**config.mk**
```make
export PLATFORM = sky130hd
export DESIGN_NAME = random_number_gen_63
export DESIGN_NICKNAME = d
export VERILOG_FILES = /design/src/rtl/rng_pkg.sv /design/src/rtl/lfsr_step.sv /design/src/rtl/random_number_gen_63.sv
export SDC_FILE = /design/constraint.sdc
export NUM_CORES = 1
export LEC_CHECK = 0
export CAP_MARGIN = 20
export CORE_AREA = 2 2 39 41
export DETAILED_ROUTE_END_ITERATION = 16
export DIE_AREA = 0 0 41 43
export HOLD_SLACK_MARGIN = 0.15
export PLACE_DENSITY = 0.49
export SLEW_MARGIN = 20
export SYNTH_ARGS = -nofsm -noshare
export SYNTH_HDL_FRONTEND = slang
export SYNTH_HIERARCHICAL = 1
export SYNTH_SLANG_ARGS = --single-unit
export TNS_END_PERCENT = 10
```
**constraint.sdc**
```tcl
create_clock -name clk -period 3.3 [get_ports clk]
set_input_delay 0.99 -clock clk [delete_from_list [all_inputs] [get_ports clk]]
set_output_delay 0.99 -clock clk [all_outputs]
set_load 0.1 [all_outputs]
```
**src/rtl/rng_pkg.sv**
```systemverilog
// Shared definitions for the LFSR random number generators:
// primitive tap masks and the snake-game coordinate generator width.
package rng_pkg;

    localparam int RNG63_WIDTH = 6;
    localparam int LFSR_MIN_WIDTH = 3;
    localparam int LFSR_MAX_WIDTH = 8;

    // Tap masks for maximal-length Fibonacci LFSRs (bit i = state bit i feeds the XOR).
    // Unsupported widths return 0, which the generator rejects at elaboration.
    function automatic logic [7:0] lfsr_taps(input int width);
        logic [7:0] taps;
        case (width)
            3:       taps = 8'b0000_0110;
            4:       taps = 8'b0000_1100;
            5:       taps = 8'b0001_0100;
            6:       taps = 8'b0011_0000;
            7:       taps = 8'b0110_0000;
            8:       taps = 8'b1011_1000;
            default: taps = 8'b0000_0000;
        endcase
        return taps;
    endfunction

endpackage

```
**src/rtl/lfsr_step.sv**
```systemverilog
// One Fibonacci LFSR step: feedback is the XOR of the tapped bits,
// shifted in at bit 0 while the state moves one place left.
module lfsr_step
    import rng_pkg::*;
#(
    parameter int               WIDTH = RNG63_WIDTH,
    parameter logic [WIDTH-1:0] TAPS  = WIDTH'(lfsr_taps(WIDTH))
) (
    input  logic [WIDTH-1:0] state,
    output logic [WIDTH-1:0] next_state
);

    logic feedback;

    assign feedback   = ^(state & TAPS);
    assign next_state = {state[WIDTH-2:0], feedback};

endmodule

```
**src/rtl/random_number_gen_63.sv**
```systemverilog
// Free-running maximal-length LFSR random number generator; the state register
// drives rnd directly and never holds zero after its first clock.
module random_number_gen_63
    import rng_pkg::*;
#(
    parameter int               WIDTH = RNG63_WIDTH,
    parameter logic [WIDTH-1:0] TAPS  = WIDTH'(lfsr_taps(WIDTH))
) (
    input  logic             clk,
    input  logic             reset,
    input  logic [WIDTH-1:0] seed,
    output logic [WIDTH-1:0] rnd
);

    localparam logic [WIDTH-1:0] ONE = WIDTH'(1);

    if (WIDTH < LFSR_MIN_WIDTH || WIDTH > LFSR_MAX_WIDTH) begin : g_bad_width
        $fatal(1, "random_number_gen_63: WIDTH %0d outside supported range 3..8", WIDTH);
    end
    if (TAPS == '0) begin : g_bad_taps
        $fatal(1, "random_number_gen_63: TAPS must be non-zero");
    end

    logic [WIDTH-1:0] state;
    logic [WIDTH-1:0] step_next;

    lfsr_step #(
        .WIDTH (WIDTH),
        .TAPS  (TAPS)
    ) u_step (
        .state      (state),
        .next_state (step_next)
    );

    // All-zero is the XOR LFSR's stuck state, so both the seed load and the
    // free-running step substitute 1 whenever zero would otherwise be held.
    // NOTE: state is a flop, so it is updated with <= to avoid ordering races.
    always_ff @(posedge clk) begin
        if (!reset) begin
            state <= (seed == '0) ? ONE : seed;
        end else if (state == '0) begin
            state <= ONE;
        end else begin
            state <= step_next;
        end
    end

    assign rnd = state;

endmodule

```
==> results of run 1 <==
[worst max-delay path: cells and delay by family]
family                 cells  cell delay, ps
and+or+nand+nor            2             610
buffers and inverters      1             410
AOI/OAI and AO/OA          1             130
[layout make-up]
class	count	share of cell area [%]
multi-input combinational	17	28.0
sequential	6	29.2
inverter	5	4.56
timing repair buffer	13	28.0
clock buffer	3	5.47
tap	16	4.86
[cell usage in the layout (no fill, tap or decap), drive strengths merged]
master / netlist / routed
or4: 2 / 2
buf: 6 / 6
nor2: 1 / 1
xor2: 1 / 1
nand2: 5 / 5
nor3: 1 / 1
inv: 5 / 5
o32a: 1 / 1
dfxtp: 6 / 6
o22ai: 5 / 5
nand2b: 1 / 1
clkdlybuf4s50: 0 / 7
clkbuf: 1 / 3
[cell families after synthesis]
family                 synth area share, %
buffers and inverters                 22.3
AND/OR/NAND/NOR                       21.1
AO/OA/AOI/OAI                         14.0
flip-flops                            39.7
XOR/XNOR                              2.89
[synthesized netlist by cell type (all sizes together)]
master / n / area (µm²)
buf: 6 / 45.0
clkbuf: 1 / 3.75
dfxtp: 6 / 120
inv: 5 / 18.8
nand2: 5 / 18.8
nand2b: 1 / 6.26
nor2: 1 / 3.75
nor3: 1 / 16.3
o22ai: 5 / 31.3
o32a: 1 / 11.3
or4: 2 / 18.8
xor2: 1 / 8.76
[routing by layer]
layer | up-vias | track usage (%)
met5 | - | 0
met3 | 0 | 5.24
li1 | 133 | -
met4 | 0 | 6.00
met2 | 11 | 11.6
met1 | 116 | 9.62
[stage by stage]
stage / hold WS, ps / util [%] / power [µW] / setup WS (ps) / instances
detailed placement: 472 / 28.1 / 191 / 1090 / 57
global placement: 468 / 28.1 / 191 / 1070 / 57
floorplan: 1070 / - / 178 / 1320 / 35
CTS: 479 / 29.7 / 262 / 1330 / 60
finish: 480 / 29.7 / 256 / 1340 / 60
global route: 492 / 29.7 / 268 / 1270 / 60
[worst max-delay path by stage]
stage / cells after the start / startpoint / to / slack (ps)
final: 4 / seed[4] / rnd[0] / 1340
after global routing: 4 / seed[4] / rnd[0] / 1270
after CTS: 1 / rnd[0] / rnd[0] / 1330
after global placement: 4 / seed[4] / rnd[0] / 1070
after detailed placement: 4 / seed[3] / rnd[0] / 1090
after floorplan: 0 / rnd[0] / rnd[0] / 1320
[power by group through the flow]
| stage | logic, µW | registers [µW] | clock network [µW] |
|---|---|---|---|
| after floorplan | 28.0 | 150 | 0 |
| after global placement | 99.6 | 91.5 | 0 |
| after detailed placement | 99.6 | 91.6 | 0 |
| after CTS | 99.9 | 90.1 | 71.5 |
| after global routing | 103 | 91.3 | 73.7 |
| final | 99.0 | 89.9 | 66.8 |
==> flow_summary.yaml, run 1 <==
status:
  outcome: "finished, final reports clean"
power:
  power.share.switching_pct: 41.8
  vdd_drop_max_mv: 0.170
  power.leakage_uw: 0.000185
  power.net_switching_uw: 107
  p_seq_share_pct: 35.2
  power_density_mw_per_mm2: 621
  combinationalPowerShare_pct: 38.7
  power.share.clock_pct: 26.1
  p_int_uw: 149
setup_path:
  largest_incremental_delay_on_the_critical_path_ps: 510
  worst-r2r-setup-slack_ps: 1920
  reg2reg_to: "rnd[5]"
  critPathLaunchType: "primary input"
  critPathSlowestCell: "or4_1"
  timing_worst_setup_path_type: "primary input to flip-flop"
  worst_path_cell_chain: "clkdlybuf4s50_1 -> or4_1 -> nor2_1 -> o32a_2"
  worst-endpoint-arrival_ps: 2150
  required_time_at_the_worst_slack_endpoint_ps: 3490
  critical_path_peak_fanout: 2
  cp-end-kind: "flip-flop"
  worstReg2RegStart: "rnd[3]"
  r2r.worst_path.cells: 3
clock_tree:
  cts.sinks: 6
  h-tree-depth: 1
  cts_max_path_buffers: 2
  post_cts_buffers: 0
  holdBufCountCts: 0
  cts_root_buffer: "clkbuf_4"
  tritoncts_clock_tree: "built"
  worst_setup_hold_path_clk_slew_ps: 50
  numCtsBuffers: 3
  worst_skew_pair.late_latency_ps: 240
  cts_resized: 0
worst_hold_path:
  timing.hold.worst_path_depth: 2
  hold_sp: "rnd[3]"
  worst_hold_path.endpoint: "rnd[4]"
  min_path_type: "flip-flop to flip-flop"
placed_design:
  gpl.final_weighted_congestion: 0.602
  postPlaceCellArea_um2: 389
  numPortBuffers: 13
  place.detailed.hpwl_um: 522
run:
  max_cap_viol_count: 0
logic_synthesis:
  netlist_area_um2: 303
  yosys_register_bits: 6
  synth-warning-count: 6
  synth_fp_nets: 43
  postSynthAreaPerCell_um2: 8.65
  syn-instance-count: 35
  synth.yosys.seq_area_share_pct: 39.7
  netlist-cell-type-count: 13
die:
  row_count: 14
  initial_utilization_pct: 21.9
  core_area_mm2: 0.00138
  design.portCount: 14
  floorplan.die.width_um: 41
  floorplan.die.height_um: 43
  die_ar_mm2: 0.00176
final_layout:
  largest_register_ffs: 6
  synthToLayoutAreaGrowth_pct: 36.0
  design.final.nets: 54
  final-seq-area_um2: 120
  multiInputGateArea_um2: 115
  drive_above_1_share_pct: 27.3
  antenna_cells: 0
  final_area_um2: 412
  num-fill-cells: 157
detailed_routing:
  drt-wirelength-per-cell_um: 11.1
  met3WireLength_um: 105
  drt_antenna_net_count: 0
  detailroute.wirelength.met2_um: 279
  drt_iter0_markers: 8
  ratio_of_routed_vias_to_standard_cells: 4.33
  route.vias.total: 260
  drt_drc_violations_left: 0
  drt_pre_antenna_iters: 3
  routed_wl_um: 664
  dr.max_layer_used: "met3"
  metal_1_wl_um: 279
sta:
  max_slew_margin_pct: 74.9
  hold_violations: 0
  final.period_utilization_pct: 59.4
  maxClockFrequency_ghz: 0.510
  final_report_max_slew_violation_count: 0
  setup_repair_after_global_routing_missed_its_margin: "false"
  final-setup-viol-count: 0
  tightestPinTransition_ps: 375
  totalNegativeSetupSlack_ps: 0
  fin_crit_ps: 1960
  worst_clock_skew_ps: 3.98
global_routing:
  grt_util_all_layers_pct: 8.63
  grt_start_max_net_pins: 13
  global_route.overflow_total: 0
  grt_antenna_before_repair: 0
  first_global_vias: 249
  grt_pass1_wl_um: 1010
(Power assumes the default switching activity.)
==> run 2, diff against run 1 <==
--- a/config.mk
+++ b/config.mk
@@ -10,7 +10,7 @@
 export DETAILED_ROUTE_END_ITERATION = 16
 export DIE_AREA = 0 0 41 43
 export HOLD_SLACK_MARGIN = 0.15
-export PLACE_DENSITY = 0.49
+export PLACE_DENSITY = 0.51
 export SLEW_MARGIN = 20
 export SYNTH_ARGS = -nofsm -noshare
 export SYNTH_HDL_FRONTEND = slang
==> constraint.sdc (replaced) <==
create_clock -name clk -period 1.6 [get_ports clk]
set_input_delay 0.48 -clock clk [delete_from_list [all_inputs] [get_ports clk]]
set_output_delay 0.48 -clock clk [all_outputs]
set_load 0.1 [all_outputs]
==> run 2 against run 1 <==
Routed wire length fell by 6.0%; highest routed layer is now met4; final area rose by 21%; largest power group unchanged; total power rose by 130%; die area did not move; core utilization rose by 6.3 points; clock skew rose by 2.5 ps; clock power rose by 100%.
==> flow_summary.yaml, run 2 (synthesis results as in run 1) <==
sta:
  max_slew_margin_pct: 82.1
  fin_crit_ps: 1550
  worst_clock_skew_ps: 6.44
  maxClockFrequency_ghz: 0.646
  tightestPinTransition_ps: 268
  hold_slack_ps: 485
  final_report_max_slew_violation_count: 0
  final-setup-viol-count: 0
  final.period_utilization_pct: 96.8
  hold_violations: 0
  setup_repair_after_global_routing_missed_its_margin: "false"
die:
  floorplan.die.height_um: 43
  core_area_mm2: 0.00138
  design.portCount: 14
  floorplan.die.width_um: 41
  row_count: 14
  initial_utilization_pct: 21.9
  die_ar_mm2: 0.00176
final_layout:
  layout.core_utilization_pct: 36.1
  design.final.nets: 55
  largest_register_ffs: 6
  multiInputGateArea_um2: 115
  final_common_cell: "clkdlybuf4s50_1"
  final_cell_count_no_fill: 61
  drive_above_1_share_pct: 37.8
  final-seq-area_um2: 125
  antenna_cells: 0
  most-common-layout-cells: "clkdlybuf4s50_1, buf_12, inv_1, nand2_1, o22ai_1"
  final_area_um2: 499
  synthToLayoutAreaGrowth_pct: 64.9
  num-fill-cells: 147
placed_design:
  gpl.final_weighted_congestion: 0.672
  postPlaceCellArea_um2: 477
  numPortBuffers: 13
  placed_cells_incl_taps: 58
clock_tree:
  cts_max_path_buffers: 2
  worst_skew_pair.late_latency_ps: 240
  cts.sinks: 6
  worst_setup_hold_path_clk_slew_ps: 50
  h-tree-depth: 1
  post_cts_buffers: 0
  holdBufCountCts: 0
  numCtsBuffers: 3
  cts_resized: 0
  cts_root_buffer: "clkbuf_4"
  tritoncts_clock_tree: "built"
detailed_routing:
  drt-wirelength-per-cell_um: 10.2
  drt_pre_antenna_iters: 2
  route.vias.total: 259
  drt_iter0_markers: 3
  drt_drc_violations_left: 0
  drt_antenna_net_count: 0
  routed_wl_um: 624
  ratio_of_routed_vias_to_standard_cells: 4.25
worst_hold_path:
  min_path_type: "flip-flop to flip-flop"
setup_path:
  cp-end-kind: "flip-flop"
  critPathLaunchType: "primary input"
  critical_path_peak_fanout: 2
  timing_worst_setup_path_type: "primary input to flip-flop"
  required_time_at_the_worst_slack_endpoint_ps: 1780
  worst-endpoint-arrival_ps: 1730
power:
  vdd_drop_max_mv: 0.564
  power_density_mw_per_mm2: 1160
  finalPower_uw: 581
  power.leakage_uw: 0.000216
status:
  outcome: "finished, final reports clean"
global_routing:
  grt_start_max_net_pins: 9
  grt_util_all_layers_pct: 9.36
  grt_pass1_wl_um: 1060
  first_global_vias: 250
  global_route.overflow_total: 0
  grt_antenna_before_repair: 0
run:
  max_cap_viol_count: 0
run 2: cell count changes in the layout (fill, tap and decap cells not counted):
cell / delta
buf_12: +6
dfxtp_1: -4
dfxtp_2: +4
buf_4: -5
run 2: layer usage:
metal	vias to the layer above	global-route usage (%)	wire (µm)
li1	133	-	-
met4	0	6.00	4
met1	116	11.7	267
met3	2	3.14	48
met5	-	0	0
met2	8	13.1	304
run 2: through the flow:
stage	setup WS (ps)	TNS, ps
floorplan	82.7	0
global placement	-172	-172
detailed placement	-195	-195
CTS	42.0	0
global route	8.05	0
finish	51.6	0
run 2: cell type report:
cell class / count / share of cell area (%)
Timing Repair Buffer: 14 / 39.6
Sequential cell: 6 / 25.1
Multi-Input combinational cell: 17 / 23.1
Clock buffer: 3 / 4.51
Tap cell: 16 / 4.01
Inverter: 5 / 3.76
run 2: path summary, 6_finish.rpt:
| path | startpoint | to | slack, ps | cells past startpoint |
|---|---|---|---|---|
| setup / recovery | seed[4] | rnd[0] | 50 | 4 |
| hold / removal | rnd[3] | rnd[4] | 480 | 2 |
| setup reg to reg | rnd[3] | rnd[2] | 200 | 3 |
| hold reg to reg | rnd[3] | rnd[4] | 480 | 2 |
run 2: worst max-delay path, stage by stage:
cell             delay (ps)
clkdlybuf4s50_1         440
or4_1                   560
nor2_1                  110
o32a_2                  140
run 2: where the power goes:
group / internal (µW) / total [µW] / switching, µW
clock network: 84.6 / 136 / 51.0
logic: 98.3 / 249 / 150
registers: 170 / 197 / 27.3
total: 353 / 581 / 229
